## src/rtl/axi_rd_fsm.sv

```systemverilog
// AXI4 read slave that streams beats from one of two show-ahead FIFOs.
// Address bits [15:12] pick the source; other source codes return DECERR.
module axi_rd_fsm (
   input  logic        clk,
   input  logic        reset,
   input  logic [3:0]  axs_s0_arid,
   input  logic [31:0] axs_s0_araddr,
   input  logic [7:0]  axs_s0_arlen,
   input  logic [2:0]  axs_s0_arsize,
   input  logic [1:0]  axs_s0_arburst,
   input  logic        axs_s0_arvalid,
   output logic        axs_s0_arready,
   output logic [3:0]  axs_s0_rid,
   output logic [31:0] axs_s0_rdata,
   output logic [1:0]  axs_s0_rresp,
   output logic        axs_s0_rlast,
   output logic        axs_s0_rvalid,
   input  logic        axs_s0_rready,
   input  logic        varint_out_fifo_empty,
   input  logic [31:0] varint_out_fifo_data,
   output logic        varint_out_fifo_pop,
   input  logic        raw_data_out_fifo_empty,
   input  logic [31:0] raw_data_out_fifo_data,
   output logic        raw_data_out_fifo_pop
);

   typedef enum logic [1:0] {
      INIT,
      AR_READY,
      R_FETCH,
      R_VALID
   } state_t;

   localparam logic [1:0] RESP_OKAY   = 2'b00;
   localparam logic [1:0] RESP_SLVERR = 2'b10;
   localparam logic [1:0] RESP_DECERR = 2'b11;

   state_t      state_q, state_d;
   logic [3:0]  id_q, id_d;
   logic [7:0]  len_q, len_d;
   logic [7:0]  beat_q, beat_d;
   logic        sel_raw_q, sel_raw_d;
   logic [1:0]  resp_q, resp_d;
   logic [31:0] rdata_q, rdata_d;

   logic arready_c;
   logic rvalid_c;
   logic rlast_c;
   logic vpop_c;
   logic rpop_c;

   logic unused_bits;
   assign unused_bits = ^{axs_s0_arburst,
                          axs_s0_araddr[31:16],
                          axs_s0_araddr[11:0]};

   always_comb begin
      state_d   = state_q;
      id_d      = id_q;
      len_d     = len_q;
      beat_d    = beat_q;
      sel_raw_d = sel_raw_q;
      resp_d    = resp_q;
      rdata_d   = rdata_q;
      arready_c = 1'b0;
      rvalid_c  = 1'b0;
      rlast_c   = 1'b0;
      vpop_c    = 1'b0;
      rpop_c    = 1'b0;
      unique case (state_q)
         INIT: begin
            state_d = AR_READY;
         end
         AR_READY: begin
            arready_c = 1'b1;
            if (axs_s0_arvalid) begin
               id_d      = axs_s0_arid;
               len_d     = axs_s0_arlen;
               beat_d    = 8'd0;
               sel_raw_d = axs_s0_araddr[12];
               if (axs_s0_araddr[15:13] != 3'd0)
                  resp_d = RESP_DECERR;
               else if (axs_s0_arsize != 3'b010)
                  resp_d = RESP_SLVERR;
               else
                  resp_d = RESP_OKAY;
               state_d = R_FETCH;
            end
         end
         R_FETCH: begin
            if (resp_q != RESP_OKAY) begin
               rdata_d = 32'd0;
               state_d = R_VALID;
            end else if (sel_raw_q) begin
               if (!raw_data_out_fifo_empty) begin
                  rpop_c  = 1'b1;
                  rdata_d = raw_data_out_fifo_data;
                  state_d = R_VALID;
               end
            end else begin
               if (!varint_out_fifo_empty) begin
                  vpop_c  = 1'b1;
                  rdata_d = varint_out_fifo_data;
                  state_d = R_VALID;
               end
            end
         end
         R_VALID: begin
            rvalid_c = 1'b1;
            rlast_c  = (beat_q == len_q);
            if (axs_s0_rready) begin
               if (rlast_c) begin
                  state_d = AR_READY;
               end else begin
                  beat_d  = beat_q + 8'd1;
                  state_d = R_FETCH;
               end
            end
         end
         default: begin
            state_d = INIT;
         end
      endcase
   end

   always_ff @(posedge clk) begin
      if (reset) begin
         state_q   <= INIT;
         id_q      <= 4'd0;
         len_q     <= 8'd0;
         beat_q    <= 8'd0;
         sel_raw_q <= 1'b0;
         resp_q    <= RESP_OKAY;
         rdata_q   <= 32'd0;
      end else begin
         state_q   <= state_d;
         id_q      <= id_d;
         len_q     <= len_d;
         beat_q    <= beat_d;
         sel_raw_q <= sel_raw_d;
         resp_q    <= resp_d;
         rdata_q   <= rdata_d;
      end
   end

   // Reset gates the handshake/pop strobes immediately, before the edge.
   assign axs_s0_arready        = arready_c & ~reset;
   assign axs_s0_rvalid         = rvalid_c & ~reset;
   assign axs_s0_rlast          = rlast_c & ~reset;
   assign varint_out_fifo_pop   = vpop_c & ~reset;
   assign raw_data_out_fifo_pop = rpop_c & ~reset;
   assign axs_s0_rid            = id_q;
   assign axs_s0_rdata          = rdata_q;
   assign axs_s0_rresp          = resp_q;

endmodule

```

## config.mk

```make
export PLATFORM = sky130hd
export DESIGN_NAME = axi_rd_fsm
export DESIGN_NICKNAME = d
export VERILOG_FILES = /design/src/rtl/axi_rd_fsm.sv
export SDC_FILE = /design/constraint.sdc
export NUM_CORES = 1
export LEC_CHECK = 0
export ABC_AREA = 1
export CORE_MARGIN = 2
export CORE_UTILIZATION = 25
export CTS_CLUSTER_DIAMETER = 150
export DETAILED_ROUTE_END_ITERATION = 7
export GPL_ROUTABILITY_DRIVEN = 0
export PLACE_DENSITY_LB_ADDON = 0.3
export SLEW_MARGIN = 20
export SYNTH_ARGS = -nofsm -noshare
export SYNTH_HDL_FRONTEND = slang
export SYNTH_SLANG_ARGS = --single-unit
```

## constraint.sdc

```tcl
create_clock -name clk -period 1.29 [get_ports clk]
set_input_delay 0.258 -clock clk [delete_from_list [all_inputs] [get_ports clk]]
set_output_delay 0.258 -clock clk [all_outputs]
set_load 0.005 [all_outputs]
```

==> reports/metrics.csv, run 1 <==
metric,value,unit
syn_area_per_cell,6.31,sq um
hpwl,7.02,mm
drtAntennaViolNets,0,
grt_overflow,0,
ys_seq_area_share,39.9,%
antenna_found_initial,0,
critPathKind,flip-flop to output pin,
fmax,571,MHz
grt_max_degree,43,
reg2reg_slack,-260,ps
outcome,finished with violations,
clk_path_buf_depth,2,
htree_num_levels,3,
root_buffer,clkbuf_16,
track_usage,18.1,%
crit_path_top_delay_cell,dfxtp_2,
diodes,0,
hold_violations,0,
viasPerCell,4.55,
seq_area,1170,sq um
report.final.setup_viol,57,
layout_setup_ws,-462,ps
postRouteWirelength,11.2,mm
cts_hold_buffers,0,
grt_first_pass_wirelength,18.0,mm
worstSetupEndpointType,output pin,
final_core_util,54.9,%
finalCritPeriodShare,136,%
vias,3704,
place_ws,-664,ps
layout.nets,788,
synth_warnings,0,
tns,-10570,ps
coreArea,11300,sq um
synth_top_cell_by_area,dfxtp_1,
initial_core_util,25.3,%
syn-instance-count,453,
holdWs,450,ps
fin_skew,7.03,ps
p_leak,0.00271,uW
area_growth,117,%
synth_edf_count,0,
grt_pass1_vias,3792,
yosysUniqueCellTypes,25,
dieArea,12300,sq um
cts_sinks,57,
fp.dieH,111,microns
crit_fanout,3,
power.density,1030,nW/um^2
violations,setup timing,
drt-pass1-iter-count,4,
yosysMostFrequentCell,nand2_1,
numPortBuffers,131,
async_flop_share,0,%
crit_top_cell,nand2_2,
synth_top_flop_cell,dfxtp_1,
synth_common_cells,"122 x nand2_1, 93 x nor2_1, 57 x dfxtp_1, 52 x a21oi_1, 41 x o21ai_0",
vdd_drop_max,529,uV
cp_data_arrival_time,1490,ps
cpPeakStageDelay,340,ps
crit_chain,inv_2 -> nand2_2 -> nand2_2 -> nor2_4 -> nand2_2 -> nor2_2 -> nand2_1 -> nor2_2 -> buf_2,
min_path_type,flip-flop to flip-flop,
drc_errors,0,
period_needed,1750,ps
syn_area,2860,sq um
wire_per_inst,13.8,microns
numCtsBuffers,9,
rsz0062_at_grt,true,
rows,39,
ys_ff_latch,57,
die_width,111,microns
synth_nets,573,
drive_gt1_share,43.8,%
worstMarginPinSlew,375,ps
yosys-top-cells-area,"dfxtp_1 40%, nand2_1 16%, nor2_1 12%",
cts_tree,yes,
maxSlewViolCount,0,
ios,162,
cap_violations,0,
slew_headroom,75.0,%
fillerInstances,1032,
clk_pin_slew,50,ps
synth_top_area_share,39.9,%
critical_path_required,1030,ps
drt_iter0_drc,133,
insertion_delay,320,ps
multiInputGateArea,2150,sq um
crit_path_start_kind,flip-flop,
cell type report:
cell class,count,share of cell area (%)
timing repair buffer,230,36.9
multi-input combinational,343,34.7
sequential,57,18.9
clock buffer,10,3.86
tap,143,2.89
inverter,27,1.96
clock inverter,4,0.728
metrics by stage:
| stage | power (uW) | std cells | cell area, sq um |
|---|---|---|---|
| 4_1_cts | 6270 | 806 | 5870 |
| 2_1_floorplan | 2650 | 453 | 2910 |
| 5_1_grt | 6740 | 814 | 6190 |
| 3_3_place_gp | 3440 | 762 | 4760 |
| 6_report | 6400 | 814 | 6190 |
| 3_5_place_dp | 3460 | 762 | 4760 |
layer usage:
layer | global-route usage, % | share of wire (%)
met2 | 32.1 | 52
met5 | 0 | 0
met4 | 5.83 | 1.3
met1 | 21.0 | 41
met3 | 5.30 | 6.1
cells in the final DEF, fill, tap and decap left out, types with 16 or more instances in the layout:
cell type | Yosys | final
clkdlybuf4s50_1 | 0 | 87
nor2_1 | 93 | 52
dfxtp_1 | 57 | 38
nand2_1 | 122 | 94
dlygate4sd2_1 | 0 | 37
buf_6 | 1 | 20
buf_4 | 5 | 58
o21ai_2 | 1 | 33
dfxtp_2 | 0 | 16
a21oi_1 | 52 | 37
nor2_2 | 0 | 28
nand2_2 | 2 | 19
timing repair:
| item | 4_1_cts | 5_1_grt |
|---|---|---|
| setup buffers | 24 | 25 |
| setup endpoints to repair | 87 | 62 |
| gates cloned | 9 | 0 |
| gates resized for setup | 208 | 126 |
| pin swaps | 38 | 84 |
registers in the layout, indices dropped and copies added, names as in the netlist:
name          cells
len_q             8
axs_s0_rdata     32
beat_q            8
state_q           2
axs_s0_rid        4
axs_s0_rresp      2
sel_raw_q         1
worst paths after layout:
kind	from	endpoint	cells after the start
setup / recovery	beat_q[5]	axs_s0_rlast	9
hold / removal	len_q[6]	len_q[6]	2
setup reg to reg	axs_s0_rresp[1]	state_q[0]	10
hold reg to reg	len_q[6]	len_q[6]	2
worst max-delay path: cells and delay by family (launching register included):
kind / cells / cell delay [ps]
DFF: 1 / 340
buffers and inverters: 2 / 170
and+or+nand+nor: 7 / 680
cells by family after synthesis:
family / Yosys count / synth area share (%)
flops: 57 / 39.9
fa+ha+maj: 1 / 0.438
buf+inv: 53 / 7.88
simple gates: 242 / 33.8
xor+xnor: 2 / 0.613
compound gates: 98 / 17.3
power breakdown:
group	switching, uW	internal [uW]
clock network	797	1510
registers	99.9	1900
logic	977	1110
total	1870	4530
No activity file was read; power rests on OpenSTA's default activity.
==> run 2: changes to the inputs <==
--- a/config.mk
+++ b/config.mk
@@ -6,12 +6,14 @@
 export NUM_CORES = 1
 export LEC_CHECK = 0
 export ABC_AREA = 1
+export CAP_MARGIN = 10
 export CORE_MARGIN = 2
 export CORE_UTILIZATION = 25
 export CTS_CLUSTER_DIAMETER = 150
 export DETAILED_ROUTE_END_ITERATION = 7
+export DONT_BUFFER_PORTS = 1
 export GPL_ROUTABILITY_DRIVEN = 0
-export PLACE_DENSITY_LB_ADDON = 0.3
+export PLACE_DENSITY = 0.51
 export SLEW_MARGIN = 20
 export SYNTH_ARGS = -nofsm -noshare
 export SYNTH_HDL_FRONTEND = slang
==> reports/metrics.csv, run 2 (synthesized netlist as in run 1, its figures left out) <==
metric,value,unit,change
drtAntennaViolNets,0,,unchanged
layout_commonest_cell,nand2_1,,unchanged
holdWs,82.4,ps,was 450 ps
vdd_drop_max,528,uV,was 529 uV
cap_violations,0,,unchanged
maxSlewViolCount,0,,unchanged
tns,-5250,ps,was -10570 ps
htree_num_levels,3,,unchanged
grt_overflow,0,,unchanged
layout.nets,621,,was 788
power.density,1290,nW/um^2,was 1030 nW/um^2
fp.dieH,111,microns,unchanged
hold_violations,0,,unchanged
cts_sinks,57,,unchanged
fin_skew,7.72,ps,was 7.03 ps
track_usage,13.9,%,was 18.1%
finalCritPeriodShare,123,%,was 136%
drt-pass1-iter-count,4,,unchanged
crit_path_start_kind,flip-flop,,unchanged
numPortBuffers,0,,was 131
die_width,111,microns,unchanged
outcome,finished with violations,,unchanged
grt_first_pass_wirelength,13.7,mm,was 18.0 mm
cp_data_arrival_time,1330,ps,was 1490 ps
clk_pin_slew,50,ps,about the same
grt_max_degree,44,,was 43
crit_top_cell,nor2_1,,was nand2_2
drive_gt1_share,37.9,%,was 43.8%
crit_fanout,4,,was 3
postRouteWirelength,9.20,mm,was 11.2 mm
dieArea,12300,sq um,unchanged
ios,162,,unchanged
worstMarginPinSlew,482,ps,was 375 ps
fmax,629,MHz,was 571 MHz
slew_headroom,67.8,%,was 75.0%
period_needed,1590,ps,was 1750 ps
worstSetupEndpointType,output pin,,unchanged
coreArea,11300,sq um,unchanged
seq_area,1170,sq um,about the same
wire_per_inst,14.2,microns,was 13.8 microns
cts_tree,yes,,unchanged
rsz0062_at_grt,true,,unchanged
crit_path_top_delay_cell,dfxtp_1,,was dfxtp_2
place_ws,-139,ps,was -664 ps
grt_pass1_vias,2854,,was 3792
final_cell_mix,"113 x nand2_1, 46 x nor2_1, 46 x a21oi_1",,"was 94 x nand2_1, 87 x clkdlybuf4s50_1, 58 x buf_4"
violations,setup timing,,unchanged
layout_setup_ws,-300,ps,was -462 ps
drc_errors,0,,unchanged
root_buffer,clkbuf_16,,unchanged
fillerInstances,1132,,was 1032
area_growth,56.2,%,was 117%
viasPerCell,4.70,,was 4.55
multiInputGateArea,2010,sq um,was 2150 sq um
numCtsBuffers,9,,unchanged
place_area,3310,sq um,was 4760 sq um
drt_iter0_drc,112,,was 133
design_area,4460,sq um,was 6190 sq um
antenna_found_initial,0,,unchanged
report.final.setup_viol,48,,was 57
crit_chain,nor2_1 -> nor2_4 -> inv_1 -> nor2_1 -> nand2_1 -> nor2_2,,was inv_2 -> nand2_2 -> nand2_2 -> nor2_4 -> nand2_2 -> nor2_2 -> nand2_1 -> nor2_2 -> buf_2
critPathKind,flip-flop to output pin,,unchanged
rows,39,,unchanged
clk_path_buf_depth,2,,unchanged
insertion_delay,320,ps,about the same
largest_reg_flops,32,,unchanged
hpwl,5.92,mm,was 7.02 mm
initial_core_util,25.3,%,unchanged
cpPeakStageDelay,390,ps,was 340 ps
min_path_type,input port to flip-flop,,was flip-flop to flip-flop
p_leak,0.00181,uW,was 0.00271 uW
vias,3039,,was 3704
finalPower,5740,uW,was 6400 uW
critical_path_required,1030,ps,about the same
diodes,0,,unchanged
[run 2: cell count changes in the layout (fill, tap and decap cells not counted), moves of 10 or more]
cell	previous run	this run
a21oi_2	15	5
buf_4	58	34
clkdlybuf4s50_1	87	0
dlygate4sd2_1	37	0
nand2_1	94	113
nand2_2	19	7
nor2_2	28	15
nor2_4	14	34
o21ai_1	5	28
o21ai_2	33	11
[run 2: what timing repair did]
action,4_1_cts,5_1_grt
hold buffers,1,0
pin swaps,7,17
endpoints found under the hold margin,10,0
setup buffers,4,7
gates cloned,0,8
setup endpoints to repair,47,50
resized for setup,63,122
[run 2: through the flow]
stage | util [%] | std cells
detailed placement | 29.3 | 614
global route | 39.6 | 647
finish | 39.6 | 647
floorplan | - | 453
global placement | 29.3 | 614
CTS | 33.8 | 633
[run 2: final cells by class]
type,instances,area share (%)
multi-input combinational,344,45.0
sequential,57,26.2
clock inverter,3,0.953
timing repair buffer,62,15.8
inverter,27,2.69
clock buffer,11,5.44
tap,143,4.01
[run 2: worst paths after layout]
path	from	end	slack (ps)	cells past startpoint
worst min-delay path	axs_s0_arid[2]	axs_s0_rid[2]	80	2
worst min register to register	len_q[5]	len_q[5]	480	2
worst max-delay path	beat_q[2]	axs_s0_rlast	-300	6
worst max register to register	axs_s0_rresp[1]	axs_s0_rdata[29]	-160	9
[run 2: worst max-delay path: cells and delay by family (launching register included)]
family                 cells  cell delay [ps]
AND/OR/NAND/NOR            5              570
flip-flops                 1              390
buffers and inverters      1               50
[run 2: power breakdown]
part           switching [uW]  internal (uW)  total, uW
combinational             741            642       1380
clock                     800           1520       2320
sequential                137           1900       2040
total                    1680           4060       5740
[run 2: metal layers]
metal	up-vias	GRT usage [%]	part of all wire [%]	routed length, microns
met2	93	22.7	49	4470
met5	-	0	0	0
li1	1544	-	-	-
met3	10	5.30	7.3	668
met1	1392	16.8	43	3960
met4	0	4.75	1.1	104
